`config.mk`:
```
export PLATFORM = sky130hd
export DESIGN_NAME = core_ctrl
export DESIGN_NICKNAME = d
export VERILOG_FILES = /design/src/rtl/core_ctrl.sv
export SDC_FILE = /design/constraint.sdc
export NUM_CORES = 1
export LEC_CHECK = 0
export ABC_CLOCK_PERIOD_IN_PS = 4000
export BUFFER_PORTS_ARGS = -buffer_cell sky130_fd_sc_hd__buf_2
export CAP_MARGIN = 5
export CELL_PAD_IN_SITES_DETAIL_PLACEMENT = 0
export CELL_PAD_IN_SITES_GLOBAL_PLACEMENT = 2
export CORE_AREA = 5 5 157 159
export CTS_CLUSTER_SIZE = 20
export DETAILED_ROUTE_END_ITERATION = 8
export DIE_AREA = 0 0 162 164
export PLACE_DENSITY = 0.75
export SYNTH_ARGS = -nofsm -noshare
export SYNTH_HDL_FRONTEND = slang
export SYNTH_SLANG_ARGS = --single-unit
```
`constraint.sdc`:
```
create_clock -name clk -period 4 [get_ports clk]
set_input_delay 0.6 -clock clk [delete_from_list [all_inputs] [get_ports clk]]
set_output_delay 0.6 -clock clk [all_outputs]
set_load 0.02 [all_outputs]
```
`src/rtl/core_ctrl.sv`:
```
// core_ctrl -- multi-cycle sequencer for a single-issue RV32I core.
//
// Steps each instruction through FETCH, DECODE, EXECUTE, (MEM), WRITEBACK.
// Owns the program counter, the instruction register and the retired-
// instruction counter. Traps on unsupported opcodes and misaligned redirects.
//
// Handshakes: a request (imem_req / dmem_req) is held high for as long as the
// FSM sits in the requesting state; the matching ack is sampled on each rising
// edge only in that state, and an ack in the first request cycle completes the
// transfer on that edge. Acks arriving in any other state are ignored.
//
// Ports:
//   clk, reset          clock, asynchronous active-high reset
//   imem_req/addr       instruction fetch request and address (= pc)
//   imem_ack/rdata      fetch completion and instruction word
//   inst, pc            instruction register, current instruction address
//   ex_valid            one-cycle EXECUTE strobe to the datapath
//   branch_taken/target redirect decision/address, sampled in EXECUTE
//   dmem_req/we/ack     load/store request, store flag, completion
//   rf_we               register-file write enable (WRITEBACK)
//   retire, instret     completion pulse, retired-instruction counter
//   trap                high while in TRAP
//   dbg_state           current FSM state encoding, for observation only
module core_ctrl #(
  parameter logic [31:0] RESET_PC = 32'h0000_0000
) (
  input  logic        clk,
  input  logic        reset,
  output logic        imem_req,
  output logic [31:0] imem_addr,
  input  logic        imem_ack,
  input  logic [31:0] imem_rdata,
  output logic [31:0] inst,
  output logic [31:0] pc,
  output logic        ex_valid,
  input  logic        branch_taken,
  input  logic [31:0] branch_target,
  output logic        dmem_req,
  output logic        dmem_we,
  input  logic        dmem_ack,
  output logic        rf_we,
  output logic        retire,
  output logic [31:0] instret,
  output logic        trap,
  output logic [2:0]  dbg_state
);

  typedef enum logic [2:0] {
    S_FETCH  = 3'd0,
    S_DECODE = 3'd1,
    S_EXEC   = 3'd2,
    S_MEM    = 3'd3,
    S_WB     = 3'd4,
    S_TRAP   = 3'd5
  } state_t;

  localparam logic [6:0] OP_REG    = 7'b0110011;
  localparam logic [6:0] OP_IMM    = 7'b0010011;
  localparam logic [6:0] OP_LOAD   = 7'b0000011;
  localparam logic [6:0] OP_STORE  = 7'b0100011;
  localparam logic [6:0] OP_BRANCH = 7'b1100011;
  localparam logic [6:0] OP_JAL    = 7'b1101111;
  localparam logic [6:0] OP_JALR   = 7'b1100111;
  localparam logic [6:0] OP_LUI    = 7'b0110111;
  localparam logic [6:0] OP_AUIPC  = 7'b0010111;

  state_t      state_q, state_d;
  logic [31:0] pc_q, pc_d;
  logic [31:0] inst_q, inst_d;
  logic [31:0] instret_q, instret_d;
  logic        taken_q, taken_d;
  logic [31:0] target_q, target_d;

  logic [6:0] opcode;
  logic       op_legal;
  logic       op_mem;
  logic       op_store;
  logic       op_writes_rd;
  logic       redirect_misaligned;

  assign opcode   = inst_q[6:0];
  assign op_store = (opcode == OP_STORE);
  assign op_mem   = (opcode == OP_LOAD) || op_store;

  always_comb begin
    op_legal = 1'b0;
    case (opcode)
      OP_REG, OP_IMM, OP_LOAD, OP_STORE, OP_BRANCH,
      OP_JAL, OP_JALR, OP_LUI, OP_AUIPC: op_legal = 1'b1;
      default:                           op_legal = 1'b0;
    endcase
    // All legal opcodes already end in 2'b11; kept explicit for clarity.
    if (inst_q[1:0] != 2'b11) op_legal = 1'b0;
  end

  assign op_writes_rd        = !op_store && (opcode != OP_BRANCH) && (inst_q[11:7] != 5'd0);
  assign redirect_misaligned = taken_q && (target_q[1:0] != 2'b00);

  always_ff @(posedge clk or posedge reset) begin
    if (reset) begin
      state_q   <= S_FETCH;
      pc_q      <= RESET_PC;
      inst_q    <= 32'h0000_0013;
      instret_q <= 32'd0;
      taken_q   <= 1'b0;
      target_q  <= 32'd0;
    end else begin
      state_q   <= state_d;
      pc_q      <= pc_d;
      inst_q    <= inst_d;
      instret_q <= instret_d;
      taken_q   <= taken_d;
      target_q  <= target_d;
    end
  end

  always_comb begin
    state_d   = state_q;
    pc_d      = pc_q;
    inst_d    = inst_q;
    instret_d = instret_q;
    taken_d   = taken_q;
    target_d  = target_q;
    case (state_q)
      S_FETCH: begin
        if (imem_ack) begin
          inst_d  = imem_rdata;
          state_d = S_DECODE;
        end
      end
      S_DECODE: state_d = op_legal ? S_EXEC : S_TRAP;
      S_EXEC: begin
        taken_d  = branch_taken;
        target_d = branch_target;
        state_d  = op_mem ? S_MEM : S_WB;
      end
      S_MEM: begin
        if (dmem_ack) state_d = S_WB;
      end
      S_WB: begin
        if (redirect_misaligned) begin
          state_d = S_TRAP;
        end else begin
          pc_d      = taken_q ? target_q : pc_q + 32'd4;
          instret_d = instret_q + 32'd1;
          state_d   = S_FETCH;
        end
      end
      S_TRAP:  state_d = S_TRAP;
      default: state_d = S_TRAP;
    endcase
  end

  // Strobes come from registered state only; the fetch request is also
  // masked by reset so that every request drops the moment reset asserts.
  assign imem_req  = (state_q == S_FETCH) && !reset;
  assign imem_addr = pc_q;
  assign ex_valid  = (state_q == S_EXEC);
  assign dmem_req  = (state_q == S_MEM);
  assign dmem_we   = (state_q == S_MEM) && op_store;
  assign rf_we     = (state_q == S_WB) && !redirect_misaligned && op_writes_rd;
  assign retire    = (state_q == S_WB) && !redirect_misaligned;
  assign trap      = (state_q == S_TRAP);
  assign inst      = inst_q;
  assign pc        = pc_q;
  assign instret   = instret_q;
  assign dbg_state = state_q;

endmodule
```
==> results of run 1 <==
metal layers:
metal,vias up,share of wire,track usage
li1,2406,-,-
met5,-,0.0017,0
met1,2414,0.45,0.181
met3,19,0.074,0.0532
met2,151,0.45,0.208
met4,4,0.017,0.0481
logic make-up (layout without fill, tap and decap cells):
| group | count (synthesis) | count (layout) | synth area share |
|---|---|---|---|
| buf+inv | 66 | 257 | 0.0618 |
| xor+xnor | 31 | 31 | 0.0427 |
| compound gates | 78 | 78 | 0.0817 |
| mux | 74 | 74 | 0.129 |
| flops | 132 | 132 | 0.520 |
| simple gates | 193 | 193 | 0.161 |
| fa+ha+maj | 2 | 2 | 0.00394 |
cells in the final DEF (no fill, tap or decap), types with 11 or more instances in the layout:
cell type / instances
sky130_fd_sc_hd__a21oi_1: 21
sky130_fd_sc_hd__buf_2: 206
sky130_fd_sc_hd__clkbuf_16: 17
sky130_fd_sc_hd__dfrtp_1: 129
sky130_fd_sc_hd__mux2_2: 64
sky130_fd_sc_hd__nand2_1: 44
sky130_fd_sc_hd__nand3_1: 25
sky130_fd_sc_hd__nand4_1: 14
sky130_fd_sc_hd__nor2_1: 38
sky130_fd_sc_hd__nor3_1: 22
sky130_fd_sc_hd__o22ai_1: 11
sky130_fd_sc_hd__xnor2_1: 17
sky130_fd_sc_hd__xor2_1: 14
layout make-up:
type,count,area [µm²]
clock inverter,10,131
sequential,132,3310
fill,2402,15000
clock buffer,22,454
timing repair buffer,217,1130
inverter,8,33.8
tap,290,363
multi-input combinational,378,2680
flip-flops by register name, indices dropped and copies added (netlist names):
| signal | cells |
|---|---|
| dbg_state | 3 |
| target_q | 32 |
| imem_addr | 32 |
| instret | 32 |
| inst | 32 |
| taken_q | 1 |
worst max-delay path, stage by stage (launching register included):
cell and delay (ns):
sky130_fd_sc_hd__dfrtp_1 0.62, sky130_fd_sc_hd__nor3b_2 0.24, sky130_fd_sc_hd__buf_4 0.20, sky130_fd_sc_hd__nand2_1 0.18
sky130_fd_sc_hd__inv_1 0.47, sky130_fd_sc_hd__buf_2 0.27
worst min path at each step:
| stage | cells after the start | from | end | slack (ns) |
|---|---|---|---|---|
| global route | 2 | reset | target_q[2] | 0.31 |
| global placement | 1 | instret[31] | instret[31] | 0.45 |
| floorplan | 1 | target_q[17] | target_q[17] | 0.47 |
| finish | 2 | reset | target_q[2] | 0.28 |
| CTS | 2 | reset | target_q[2] | 0.28 |
| detailed placement | 1 | instret[31] | instret[31] | 0.46 |
through the flow:
stage | cell area [µm²] | utilization | hold slack, ns | worst slack [ns] | instances
2_1_floorplan | 6360 | - | 0.472 | 1.64 | 576
3_3_place_gp | 7510 | 0.325 | 0.454 | 1.46 | 1025
3_5_place_dp | 7510 | 0.325 | 0.456 | 1.39 | 1025
4_1_cts | 8090 | 0.350 | 0.283 | 0.939 | 1057
5_1_grt | 8090 | 0.350 | 0.313 | 0.830 | 1057
6_report | 8090 | 0.350 | 0.282 | 1.00 | 1057
report_power, final:
part | total, mW | switching (mW) | internal (mW)
Clock | 1.58 | 0.586 | 0.992
Sequential | 1.79 | 0.243 | 1.55
Combinational | 0.997 | 0.612 | 0.385
Total | 4.37 | 1.44 | 2.93
==> impl_metrics.tcl, run 1 <==
set metrics [dict create \
    timing.final.setup_violations 0 \
    synth_fp_nets 647 \
    yosys-top-cells-area "sky130_fd_sc_hd__dfrtp_1, sky130_fd_sc_hd__mux2_2, sky130_fd_sc_hd__buf_4" \
    max_clock_freq_ghz 0.334 \
    post_cts_resized 0 \
    slew_violations 0 \
    min_period_ns 3.00 \
    synthFlopType "sky130_fd_sc_hd__dfrtp_1" \
    area_of_the_core_mm2 0.0231 \
    netlist_top_cells_count "sky130_fd_sc_hd__dfrtp_1, sky130_fd_sc_hd__mux2_2, sky130_fd_sc_hd__nand2_1, sky130_fd_sc_hd__nor2_1, sky130_fd_sc_hd__buf_4" \
    routed-via-count 4994 \
    overall_global_routing_resource_usage 0.138 \
    grt.overflow.total 0 \
    cts_tree "built" \
    postSynthRegisterBits 132 \
    hold_viol_final 0 \
    synth-async-reset-ratio 1.00 \
    worstMarginPinSlew_ns 0.693 \
    warnings_synthesis 0 \
    slew_headroom 0.536 \
    wl_per_cell_um 17.2 \
    post_cts_buffers 0 \
    crit-reg2reg-launch "dbg_state[2]" \
    worst_setup_path_start "dbg_state[2]" \
    synth_top_cell_by_area "sky130_fd_sc_hd__dfrtp_1" \
    maxCapViolCount 0 \
    dieArea_mm2 0.0266 \
    timing.reg2reg.setup_slack_ns 1.42 \
    grt_first_pass_wirelength_mm 28.8 \
    port_buffers 206 \
    path_clk_slew_ns 0.06 \
    run_status "complete, no violations" \
    clock_tree.buffer_depth 2 \
    cts.hold.buffers_added 0 \
    antenna_cells 0 \
    routabilityCongestion 0.769 \
    crit_path_kind "register to output port" \
    synth_top_area_share 0.508 \
    count_leader_synth "sky130_fd_sc_hd__dfrtp_1" \
    total_leakage_power_nw 3.85 \
    grt_max_degree 81 \
    startpoint_type "register" \
    fp.dieH_um 164 \
    unrepaired_setup_endpoints_after_global_routing "false" \
    post_synth_inst_count 576 \
    area_growth_pct 27.3 \
    num_rows 56 \
    crit_fanout 12 \
    crit-reg2reg-capture "imem_addr[31]" \
    sum_of_net_half_perimeters_after_detailed_placement_mm 13.2 \
    postRouteWirelength_mm 18.2 \
    initial_core_util 0.275 \
    clock-root-buffer "sky130_fd_sc_hd__clkbuf_16" \
    layout-drive-gt1-share 0.420 \
    clock-sinks 132 \
    power_density_mw_per_mm2 540 \
    drt-vias-per-instance 4.72 \
    period_share 0.749 \
    worst_ir_drop_vdd_mv 0.214 \
    worstPathArrival_ns 2.40 \
    ys_seq_area_frac 0.520 \
    top_level_ports 207 \
    htree_num_levels 4 \
    number_of_global_route_vias_before_repair 5216 \
    die-width_um 162 \
    first_iter_violations 303 \
    hold_path_class "primary input to async pin" \
    drc 0 \
    drtAntennaViolNets 0 \
    post_synth_instance_area_mm2 0.00636 \
    totalPowerFinal_mw 4.37 \
    timing.critical_path.to "retire" \
    number_of_enable_flip_flop_cells_after_synthesis 0 \
    timing.setup.tns_ns 0 \
    tritoncts.num_buffers 17 \
    worst_r2r_path_depth 7 \
    postSynthAreaPerCell_um2 11.0 \
    antenna_violations_before_repair 2 \
    clkLatencyLatePin_ns 0.42 \
    finish.net_count 825 \
    clock_skew_ns 0.0118 \
    critPathRequiredTime_ns 3.40 \
    cp_endpoint_kind "output port" \
    ys_types 59 \
    detailedRoute.firstPassIterationCount 4 \
]
Power figures use the tool's default switching activity.
==> run 2: changes to the inputs <==
==> config.mk (replaced) <==
export PLATFORM = sky130hd
export DESIGN_NAME = core_ctrl
export DESIGN_NICKNAME = d
export VERILOG_FILES = /design/src/rtl/core_ctrl.sv
export SDC_FILE = /design/constraint.sdc
export NUM_CORES = 1
export LEC_CHECK = 0
export ABC_AREA = 1
export ABC_CLOCK_PERIOD_IN_PS = 3000
export BUFFER_PORTS_ARGS = -buffer_cell sky130_fd_sc_hd__buf_2
export CAP_MARGIN = 5
export CELL_PAD_IN_SITES_DETAIL_PLACEMENT = 0
export CELL_PAD_IN_SITES_GLOBAL_PLACEMENT = 2
export CORE_AREA = 5 5 166 168
export CTS_CLUSTER_SIZE = 20
export DETAILED_ROUTE_END_ITERATION = 8
export DIE_AREA = 0 0 171 173
export PLACE_DENSITY = 0.79
export SYNTH_ARGS = -nofsm -noshare
export SYNTH_HDL_FRONTEND = slang
export SYNTH_SLANG_ARGS = --single-unit
==> constraint.sdc (replaced) <==
create_clock -name clk -period 3 [get_ports clk]
set_input_delay 0.45 -clock clk [delete_from_list [all_inputs] [get_ports clk]]
set_output_delay 0.45 -clock clk [all_outputs]
set_load 0.02 [all_outputs]
==> impl_metrics.tcl, run 2 <==
set metrics [dict create \
    run_status "complete, no violations" \
    post_synth_instance_area_mm2 0.00737 \
    drtAntennaViolNets 0 \
    hold_viol_final 0 \
    netlist_top_cells_count "sky130_fd_sc_hd__nand2_1, sky130_fd_sc_hd__nor2_1, sky130_fd_sc_hd__dfrtp_1, sky130_fd_sc_hd__inv_1, sky130_fd_sc_hd__nand3_1" \
    post_synth_inst_count 980 \
    netSwitchingFraction 0.232 \
    hold_path_class "primary input to async pin" \
    num_rows 59 \
    clock_power_share 0.545 \
    timing.final.setup_violations 0 \
    critPathRequiredTime_ns 2.55 \
    antenna_violations_before_repair 1 \
    drt-vias-per-instance 4.42 \
    count_leader_synth "sky130_fd_sc_hd__nand2_1" \
    synth_top_cell_by_area "sky130_fd_sc_hd__dfrtp_1" \
    final_cell_mix "sky130_fd_sc_hd__nand2_1, sky130_fd_sc_hd__buf_2, sky130_fd_sc_hd__nor2_1" \
    detailedRoute.firstPassIterationCount 5 \
    ys_types 40 \
    grt_max_degree 71 \
    timing.setup.tns_ns 0 \
    maxCapViolCount 0 \
    slew_headroom 0.485 \
    synth_top_area_share 0.438 \
    ys_seq_area_frac 0.449 \
    power_density_mw_per_mm2 450 \
    startpoint_type "register" \
    power_frac_seq 0.434 \
    clock-root-buffer "sky130_fd_sc_hd__clkbuf_16" \
    cts.hold.buffers_added 0 \
    overall_global_routing_resource_usage 0.159 \
    period_share 0.865 \
    top_level_ports 207 \
    min_period_ns 2.59 \
    power.switching_uw 951 \
    worstPathArrival_ns 2.14 \
    sum_of_net_half_perimeters_after_detailed_placement_mm 17.5 \
    first_iter_violations 336 \
    grt.overflow.total 0 \
    grt_first_pass_wirelength_mm 37.5 \
    post_cts_buffers 0 \
    layout_commonest_cell "sky130_fd_sc_hd__nand2_1" \
    total_leakage_power_nw 4.66 \
    post_cts_resized 0 \
    yosys-top-cells-area "sky130_fd_sc_hd__dfrtp_1, sky130_fd_sc_hd__nand2_1, sky130_fd_sc_hd__nor2_1" \
    final.fill_count 2766 \
    path_clk_slew_ns 0.07 \
    drc 0 \
    postRouteWirelength_mm 23.1 \
    worst_slack_placed_ns 0.824 \
    crit_fanout 53 \
    dieArea_mm2 0.0296 \
    power.combinational.fraction 0.021 \
    multi_input_comb_area_mm2 0.00337 \
    area_of_the_core_mm2 0.0258 \
    layout.area.seq_mm2 0.00331 \
    clock_tree.buffer_depth 2 \
    synth-async-reset-ratio 1.00 \
    port_buffers 206 \
    number_of_global_route_vias_before_repair 6749 \
    clock_skew_ns 0.0167 \
    synthFlopType "sky130_fd_sc_hd__dfrtp_1" \
    clock-sinks 132 \
    max_clock_freq_ghz 0.385 \
    cp_endpoint_kind "output port" \
    clkLatencyLatePin_ns 0.43 \
    finish.net_count 1226 \
    postSynthRegisterBits 132 \
    final_cells 1504 \
    htree_num_levels 4 \
    finalWorstSetupSlack_ns 0.405 \
    cts_tree "built" \
    layout-drive-gt1-share 0.262 \
    finalHoldWorstSlack_ns 0.0776 \
    area_growth_pct 23.7 \
    fp.dieH_um 173 \
    wl_per_cell_um 15.3 \
    postSynthAreaPerCell_um2 7.52 \
    tritoncts.num_buffers 17 \
    numPlacedInstances 1471 \
    number_of_enable_flip_flop_cells_after_synthesis 0 \
    die-width_um 171 \
    unrepaired_setup_endpoints_after_global_routing "false" \
    initial_core_util 0.286 \
    worst_ir_drop_vdd_mv 0.273 \
    routabilityCongestion 0.808 \
    crit_path_kind "register to output port" \
    synth_fp_nets 1051 \
    worstMarginPinSlew_ns 0.770 \
    final_core_utilization 0.354 \
    routed-via-count 6650 \
    p_int_mw 3.15 \
    warnings_synthesis 0 \
    slew_violations 0 \
]
-- run 2: cell types whose count changed after synthesis, moves of 16 or more --
cell                      previous run  this run
sky130_fd_sc_hd__nand2_1            44       370
sky130_fd_sc_hd__inv_1               7        74
sky130_fd_sc_hd__nand3_1            25        46
sky130_fd_sc_hd__mux2_2             64        29
sky130_fd_sc_hd__nor3_1             22         6
sky130_fd_sc_hd__nor2_1             38       144
sky130_fd_sc_hd__o21ai_0             9        28
-- run 2: worst paths after layout --
path / startpoint / end / slack (ns) / cells past startpoint
hold / removal: reset / inst[21] / 0.08 / 2
hold reg to reg: target_q[3] / target_q[3] / 0.47 / 2
max in group asynchronous: reset / target_q[21] / 2.01 / 3
setup reg to reg: dbg_state[0] / imem_addr[18] / 0.89 / 8
min in group clk: branch_target[17] / target_q[17] / 0.22 / 3
setup / recovery: dbg_state[0] / retire / 0.41 / 6
-- run 2: cell families (layout without fill, tap and decap cells) --
kind of cell,after synthesis,after routing,share of synthesized area
adders and majority gates,2,2,0.00340
buffers and inverters,136,324,0.0947
DFF,132,132,0.449
and+or+nand+nor,602,602,0.339
muxes,29,29,0.0443
xor gates and xnor gates,18,18,0.0214
other,0,1,0
AOI/OAI and AO/OA,61,61,0.0486
-- run 2: power by group through the flow --
stage                     Sequential, mW  Combinational (mW)  Clock (mW)
final                               1.78              0.0866        2.23
after global routing                1.78               0.102        2.38
after CTS                           1.78              0.0923        2.30
after detailed placement            1.81              0.0921           0
after global placement              1.81              0.0905           0
after floorplan                     1.81              0.0270           0
-- run 2: through the flow --
step	total power, mW	cell area, µm²
5_1_grt	4.26	9110
3_5_place_dp	1.91	8490
6_report	4.10	9110
2_1_floorplan	1.84	7370
3_3_place_gp	1.90	8490
4_1_cts	4.17	9110
-- run 2: layer usage --
layer,global-route usage,share of wire
met1,0.228,0.49
met4,0.0423,0.016
met2,0.238,0.43
met5,0,0.00056
met3,0.0422,0.061
-- run 2: worst max-delay path, cell delays in order, from the launching register on --
cell	delay, ns
sky130_fd_sc_hd__dfrtp_1	0.46
sky130_fd_sc_hd__inv_2	0.13
sky130_fd_sc_hd__nand2_4	0.09
sky130_fd_sc_hd__nor2_8	0.13
sky130_fd_sc_hd__nand2_8	0.25
sky130_fd_sc_hd__inv_4	0.38
sky130_fd_sc_hd__buf_2	0.24
-- run 2: area by class of cell --
type	count	share of cell area
Clock inverter	14	0.0207
Timing Repair Buffer	213	0.120
Clock buffer	18	0.0471
Inverter	79	0.0332
Tap cell	335	0.0460
Sequential cell	132	0.363
Multi-Input combinational cell	712	0.370
Antenna cell	1	0.000275
